### config.mk
export PLATFORM = sky130hd
export DESIGN_NAME = player_ctrl
export DESIGN_NICKNAME = d
export VERILOG_FILES = /design/src/rtl/player_pkg.sv /design/src/rtl/btn_pulse.sv /design/src/rtl/player_ctrl.sv
export SDC_FILE = /design/constraint.sdc
export NUM_CORES = 1
export LEC_CHECK = 0
export CORE_MARGIN = 10
export CORE_UTILIZATION = 58
export CTS_CLUSTER_DIAMETER = 50
export DETAILED_ROUTE_END_ITERATION = 7
export GPL_TIMING_DRIVEN = 0
export PLACE_DENSITY = 0.9
export SYNTH_ARGS = -nofsm -noshare
export SYNTH_HDL_FRONTEND = slang
export SYNTH_SLANG_ARGS = --single-unit
### constraint.sdc
create_clock -name clk -period 3.55 [get_ports clk]
set_input_delay 0.5325 -clock clk [delete_from_list [all_inputs] [get_ports clk]]
set_output_delay 0.5325 -clock clk [all_outputs]
set_load 0.02 [all_outputs]
### src/rtl/player_pkg.sv
// Shared definitions for the music player: controller state encoding and default
// song-table sizing used by the song ROM and note sequencer.
package player_pkg;

    localparam int unsigned N_SONGS_DEF = 4;
    localparam int unsigned IDX_W_DEF   = 2;

    typedef enum logic [1:0] {
        ST_STOP  = 2'd0,
        ST_LOAD  = 2'd1,
        ST_PLAY  = 2'd2,
        ST_PAUSE = 2'd3
    } state_e;

endpackage

### src/rtl/btn_pulse.sv
// Raw pushbutton front end: two-flop synchronizer followed by a rising-edge detector
// that yields one clock-wide pulse per press, however long the button is held.
module btn_pulse (
    input  logic clk,
    input  logic rst_n,
    input  logic btn_i,
    output logic pulse_o
);

    logic s1_q, s2_q, s3_q;

    always_ff @(posedge clk or negedge rst_n) begin
        if (!rst_n) begin
            s1_q <= 1'b0;
            s2_q <= 1'b0;
            s3_q <= 1'b0;
        end else begin
            s1_q <= btn_i;
            s2_q <= s1_q;
            s3_q <= s2_q;
        end
    end

    assign pulse_o = s2_q & ~s3_q;

endmodule

### src/rtl/player_ctrl.sv
// Front-panel sequencer: cleans the play/next/prev buttons, arbitrates them under a
// lockout window and runs the stop/load/play/pause machine driving the note sequencer.
module player_ctrl
    import player_pkg::*;
#(
    parameter int unsigned N_SONGS     = N_SONGS_DEF,
    parameter int unsigned IDX_W       = IDX_W_DEF,
    parameter int unsigned LOCK_CYCLES = 1000000,
    parameter int unsigned LOCK_W      = 20,
    parameter int unsigned AUTO_NEXT   = 1
) (
    input  logic             clk,
    input  logic             rst_n,
    input  logic             btn_play,
    input  logic             btn_next,
    input  logic             btn_prev,
    input  logic             song_end,
    output logic             playing,
    output logic [IDX_W-1:0] song_idx,
    output logic             restart,
    output logic             busy
);

    localparam logic [IDX_W-1:0]  LAST_IDX  = IDX_W'(N_SONGS - 1);
    localparam logic [IDX_W-1:0]  IDX_ONE   = IDX_W'(1);
    localparam logic [LOCK_W-1:0] LOCK_LOAD = LOCK_W'(LOCK_CYCLES - 1);
    localparam logic [LOCK_W-1:0] LOCK_ONE  = LOCK_W'(1);

    logic p_play, p_next, p_prev;

    btn_pulse u_play (.clk(clk), .rst_n(rst_n), .btn_i(btn_play), .pulse_o(p_play));
    btn_pulse u_next (.clk(clk), .rst_n(rst_n), .btn_i(btn_next), .pulse_o(p_next));
    btn_pulse u_prev (.clk(clk), .rst_n(rst_n), .btn_i(btn_prev), .pulse_o(p_prev));

    state_e           state_q, state_d;
    logic [IDX_W-1:0] idx_q, idx_d;
    logic             restart_q, restart_d;
    logic             playing_q, playing_d;
    logic [LOCK_W-1:0] lock_q, lock_d;

    logic accept_ok, press_play, press_next, press_prev, accepted;
    logic [IDX_W-1:0] idx_inc, idx_dec;

    // A high restart_q blocks presses so the reload strobe can never repeat back-to-back.
    assign accept_ok  = (lock_q == '0) & ~restart_q & (state_q != ST_LOAD);
    assign press_play = accept_ok & p_play;
    assign press_next = accept_ok & p_next & ~p_play;
    assign press_prev = accept_ok & p_prev & ~p_play & ~p_next;
    assign accepted   = press_play | press_next | press_prev;

    assign idx_inc = (idx_q == LAST_IDX) ? '0 : idx_q + IDX_ONE;
    assign idx_dec = (idx_q == '0) ? LAST_IDX : idx_q - IDX_ONE;

    always_comb begin
        state_d   = state_q;
        idx_d     = idx_q;
        restart_d = 1'b0;
        lock_d    = (lock_q != '0) ? lock_q - LOCK_ONE : lock_q;
        if (accepted) begin
            lock_d = LOCK_LOAD;
        end

        case (state_q)
            ST_STOP: begin
                if (press_play) begin
                    state_d = ST_LOAD;
                end else if (press_next) begin
                    idx_d = idx_inc;
                end else if (press_prev) begin
                    idx_d = idx_dec;
                end
            end
            ST_LOAD: state_d = ST_PLAY;
            ST_PLAY: begin
                if (press_play) begin
                    state_d = ST_PAUSE;
                end else if (press_next) begin
                    idx_d   = idx_inc;
                    state_d = ST_LOAD;
                end else if (press_prev) begin
                    idx_d   = idx_dec;
                    state_d = ST_LOAD;
                end else if (song_end) begin
                    if (AUTO_NEXT != 0) begin
                        idx_d   = idx_inc;
                        state_d = ST_LOAD;
                    end else begin
                        state_d = ST_STOP;
                    end
                end
            end
            ST_PAUSE: begin
                if (press_play) begin
                    state_d = ST_PLAY;
                end else if (press_next) begin
                    idx_d     = idx_inc;
                    restart_d = 1'b1;
                end else if (press_prev) begin
                    idx_d     = idx_dec;
                    restart_d = 1'b1;
                end
            end
            default: state_d = ST_STOP;
        endcase

        if (state_d == ST_LOAD) begin
            restart_d = 1'b1;
        end
        playing_d = (state_d == ST_PLAY);
    end

    always_ff @(posedge clk or negedge rst_n) begin
        if (!rst_n) begin
            state_q   <= ST_STOP;
            idx_q     <= '0;
            restart_q <= 1'b0;
            playing_q <= 1'b0;
            lock_q    <= '0;
        end else begin
            state_q   <= state_d;
            idx_q     <= idx_d;
            restart_q <= restart_d;
            playing_q <= playing_d;
            lock_q    <= lock_d;
        end
    end

    assign playing  = playing_q;
    assign song_idx = idx_q;
    assign restart  = restart_q;
    assign busy     = (lock_q != '0);

endmodule

Yosys cells after proc, flatten, opt, wreduce, memory -nomap -nowiden
Cells that the tools add are included.
{"block": "word_totals", "input_bits": 6, "reg_bits": 35, "elab_cells": 79, "output_inout_bits": 5}
{"block": "op_classes", "n_mux": 24, "add_sub_neg": 3, "bitwise": 19, "eq_ne": 11, "n_reduce_logical": 8}
{"operator": "20-bit 2-to-1 mux", "n": 2}
{"operator": "2-bit 2-to-1 mux", "n": 15}
{"operator": "20-bit logical NOT", "n": 1}
{"operator": "20-bit nonzero test", "n": 1}
{"operator": "20-bit by 1-bit subtractor with 20-bit output, second input constant", "n": 1}
{"operator": "1-bit bitwise AND", "n": 11}
{"operator": "2-bit equality test, second input constant", "n": 4}
{"operator": "2-bit one-hot mux with 4 select lines", "n": 1}
{"operator": "1-bit inverter", "n": 6}
{"operator": "1-bit 2-to-1 mux", "n": 5}
{"operator": "5-bit AND reduction", "n": 1}
{"operator": "2-bit by 1-bit equality test with 1-bit output, second input constant", "n": 2}
{"operator": "2-bit logical NOT", "n": 2}
{"operator": "2-bit != test, second input constant", "n": 2}
{"operator": "4-bit != test, second input constant", "n": 1}
{"operator": "2-bit one-hot mux with 2 select lines", "n": 1}
{"operator": "2-bit nonzero test", "n": 2}
{"operator": "3-bit by 1-bit != test with 1-bit output, second input constant", "n": 1}
{"operator": "2-bit by 1-bit adder with 2-bit output, second input constant", "n": 1}
{"operator": "2-bit by 1-bit != test with 1-bit output, second input constant", "n": 1}
{"operator": "1-bit bitwise OR", "n": 2}
{"operator": "2-bit OR reduction", "n": 1}
{"operator": "2-bit by 1-bit subtractor with 2-bit output, second input constant", "n": 1}

Depth between registers and ports, before layout
{"block": "depth", "ltp_word": 12, "ltp_mapped": 10, "ltp_nobuf": 7}

Modules after synthesis
A second synthesis with hierarchy kept.
{"block": "hier_totals", "hier_cells": 200, "hier_area_um2": 1908.1}
{"mod": "player_ctrl", "seq_area_each_um2": 650.6, "n_inst": 1, "cells_each": 188, "area_per_inst_um2": 1641.6}
{"mod": "btn_pulse", "seq_area_each_um2": 75.1, "n_inst": 3, "cells_each": 4, "area_per_inst_um2": 88.8}

Worst setup path after synthesis
Ideal clock, no wire load.
{"block": "synth_path", "kind": "reg2out", "startpoint": "reg lock_q[12]", "endpoint": "out busy", "path_buffers": 3, "path_slack_ns": 0.751, "t_arrival_ns": 2.267, "t_required_ns": 3.017, "path_stages_with_launch": 8, "path_cell_list": "dfrtp_1 -> or4_4 -> or4b_1 -> clkbuf_2 -> buf_2 -> buf_2 -> nor2_1 -> inv_1"}
{"block": "synth_between", "elab_chain_len": 1}
{"item": "start: declaration", "line": "player_ctrl.sv:39", "rtl": "logic [LOCK_W-1:0] lock_q, lock_d;"}
{"item": "start signal: assignment", "line": "player_ctrl.sv:124", "rtl": "lock_q <= lock_d;"}
{"item": "20-bit nonzero test", "line": "player_ctrl.sv:131", "rtl": "assign busy = (lock_q != '0);"}
{"item": "end: declaration", "line": "player_ctrl.sv:21", "rtl": "output logic busy"}
Every way passes these cells.

Worst setup path in the final report
Ends and elaborated chain as after synthesis.

==> results by group <==
Detailed routing
  – Vias post-DR: 1450
  – Via density per instance: 6.42
  – Initial DRT Pass Iterations: 4
  – DR WL met3: 274 µm
  – DR DRC count: 0
  – Post-DRT Antenna Nets: 0
  – Total Wirelength: 3740 µm
  – WL met2: 1830 µm
  – DRT iter0 DRCs: 147
  – WL/cell: 16.6 µm
  – DR top layer: met4
  – Met1 Wirelength: 1560 µm

Finish
  – Syn-to-layout area delta: 12.4%
  – Nets@finish: 206
  – Layout Utilization: 0.673
  – Final cell count without fillers: 226
  – Fillcell total: 217
  – Ant diodes: 0
  – Fraction of layout instances using a drive strength above 1: 0.0933
  – Final Instance Area: 2020 µm²

STA
  – Fin. max-slew vios: 0
  – Final hold violation count: 0
  – Fmax: 0.290 GHz
  – Count of final setup violators: 0
  – Slew headroom: 0.494
  – Least-Margin Pin Slew: 759 ps
  – Clk_skew: 26.3 ps
  – Final worst path period share: 0.971
  – Crit path time final: 3450 ps
  – Worst Slack Setup Final: 103 ps

Setup path
  – Worst reg2reg path endpoint: song_idx[0]
  – Slowest cell on crit path: or4_4
  – RR Startpoint: lock_q[5]
  – Most frequent CP cell: buf_2
  – Buffers and inverters on the worst path: 5
  – Worst-path fanout max: 10
  – CP delay by family, top: simple AND/OR/NAND/NOR gates
  – CP peak stage delay: 550 ps
  – CP startpoint kind: flip-flop
  – Cells on worst reg2reg path: 7
  – Crit path required time: 3020 ps
  – CP arrival: 2910 ps
  – Crit Path Class: reg2out
  – Crit end category: primary output
  – R2r setup slk: 730 ps
  – Crit path cell chain: or4_4 -> or4b_1 -> clkbuf_2 -> buf_2 -> buf_2 -> nor2_4 -> inv_1 -> dlygate4sd2_1

Floorplanning
  – Site Rows: 20
  – Core area: 3000 µm²
  – Starting Density: 0.599
  – Die H: 75.7 µm
  – Num ports: 11
  – DIE AREA: 5730 µm²
  – Die width: 75.7 µm

Placement
  – Placed Area: 1930 µm²
  – Worst slack, placed: 69.8 ps
  – I/O Buffers: 10
  – RePlAce Congestion: 0.826
  – Hpwl dp: 2700 µm
  – Placed instance count: 217

Worst hold path
  – Worst Hold Class: in2async

Flow run
  – MaxCap Viol Count: 0

Synthesis
  – Post-Syn Area: 1800 µm²
  – Mean Syn Cell Area: 10.3 µm²
  – Post-synth EDFFs: 0
  – Yosys warning total: 0
  – Leading area contributor after synthesis: dfrtp_1
  – Synth Instances: 174
  – Unique masters post-synth: 45
  – Primary FF master, synth: dfrtp_1
  – Synth area leaders: dfrtp_1, ha_1, xor2_1
  – Post-synthesis async set-or-reset flop share: 1.00
  – #FFs+latches synth: 35
  – Syn_nets: 188
  – Sequential area share after synthesis: 0.487
  – Top-area cell type share of the netlist area: 0.487

Global route
  – First-pass GRT wire length: 6540 µm
  – GRT Total Usage: 0.150
  – GR Overflow Total: 0
  – Vias in the first global route: 1513
  – Initial antenna violation count: 0
  – Largest net degree at the start of global routing: 36

Pwr
  – Overall Power: 1.52 mW
  – IR drop worst, VDD: 0.425 mV
  – LEAKAGE: 0.856 nW
  – Pwr dens: 754 nW/µm²

Clock network
  – TritonCTS clock tree: yes
  – Longest Clk Path Bufs: 2
  – Clock sinks: 35
  – Number of CTS-inserted buffers: 5
  – CTS H-Tree Depth: 2
  – Worst-Skew Late Latency: 360 ps
  – Clock slew at reported path FFs: 120 ps
  – Root Driver: clkbuf_4
  – Cts hold-fix bufs: 0

Status
  – Status: completed
[what timing repair did]
item                       in CTS  in global routing
setup endpoints to repair       1                  1
buffers inserted                0                  1
pin swaps                       0                  1
gates resized for setup         3                  0
hold endpoints to repair        0                  0
[state kept, by name, summed over array words and instances, names as in the netlist]
register	cells
u_prev.s1_q	1
playing	1
u_next.s3_q	1
u_play.s1_q	1
u_next.s1_q	1
restart	1
u_prev.s2_q	1
u_prev.s3_q	1
u_play.s3_q	1
u_play.s2_q	1
song_idx	2
state_q	2
u_next.s2_q	1
lock_q	20
[logic make-up (layout without fill, tap and decap cells)]
logic type / Yosys count / in the layout / share of synthesized area
adders and majority gates: 8 / 8 / 0.0557
xor gates and xnor gates: 15 / 15 / 0.0731
buffers and inverters: 16 / 35 / 0.0355
AOI/OAI and AO/OA: 32 / 32 / 0.139
and+or+nand+nor: 68 / 68 / 0.209
DFF: 35 / 35 / 0.487
[synth_stat cells, types with 2 or more instances]
cell       n
xor2_1     9
a21oi_1    2
nor3_1     5
o211ai_1   4
o41a_1     2
nor4_1     4
or4_1      5
nand2_1   13
or3_1      4
buf_2      2
o21ai_0    4
nor2b_1    2
clkbuf_1   2
xnor2_1    6
o31ai_1    5
or2_2      3
nand3_1    3
nand2b_1   5
nor2_1    12
nand4_1    3
inv_1     10
ha_1       8
dfrtp_1   35
nand3b_1   5
[how the worst max path moves through the flow]
| stage | cells past startpoint | start | slack (ps) | end |
|---|---|---|---|---|
| final | 8 | lock_q[12] | 100 | busy |
| after global routing | 8 | lock_q[12] | -7 | busy |
| after CTS | 8 | lock_q[12] | 70 | busy |
| after detailed placement | 8 | lock_q[12] | 70 | busy |
| after global placement | 8 | lock_q[12] | 130 | busy |
| after floorplan | 7 | lock_q[12] | 750 | busy |
[metrics by stage]
| stage | hold slack [ps] | setup TNS [ps] |
|---|---|---|
| 2_1_floorplan | 237 | 0 |
| 3_3_place_gp | 336 | 0 |
| 3_5_place_dp | 340 | 0 |
| 4_1_cts | 250 | 0 |
| 5_1_grt | 271 | -7.12 |
| 6_report | 229 | 0 |
[area by class of cell]
cell class | count | area, µm² | area share
plain buffers | 6 | 26.3 | 0.0130
clock buffers | 7 | 65.1 | 0.0322
clock inverters | 1 | 7.51 | 0.00372
inverters | 10 | 37.5 | 0.0186
multi-input cells | 123 | 866 | 0.428
flip-flops and latches | 35 | 876 | 0.433
well taps | 33 | 41.3 | 0.0204
repair buffers | 11 | 101 | 0.0502
[layer usage]
layer,vias up,GRT usage
li1,664,-
met1,711,0.170
met2,60,0.246
met3,15,0.0456
met4,0,0.0845
met5,-,0
[report_power, final]
part | switching [mW] | internal, mW | total (mW) | leakage, nW
Sequential | 0.140 | 0.532 | 0.671 | 0.426
Combinational | 0.314 | 0.279 | 0.593 | 0.392
Clock | 0.143 | 0.116 | 0.258 | 0.0375
[layout by cell type, fill, tap and decap left out, types with 3 or more instances in the layout]
cell / synthesis / routed
nor2_1: 12 / 11
dfrtp_1: 35 / 35
o21ai_0: 4 / 4
inv_1: 10 / 10
clkbuf_4: 0 / 5
nor3_1: 5 / 5
o31ai_1: 5 / 5
or3_1: 4 / 4
clkdlybuf4s50_1: 0 / 8
nand2_1: 13 / 13
nand2b_1: 5 / 5
buf_2: 2 / 3
nor4_1: 4 / 4
ha_1: 8 / 8
nand4_1: 3 / 3
or4_1: 5 / 5
xor2_1: 9 / 9
nand3b_1: 5 / 5
xnor2_1: 6 / 6
nand3_1: 3 / 3
o211ai_1: 4 / 4
or2_2: 3 / 3
No activity file was read; power rests on OpenSTA's default activity.
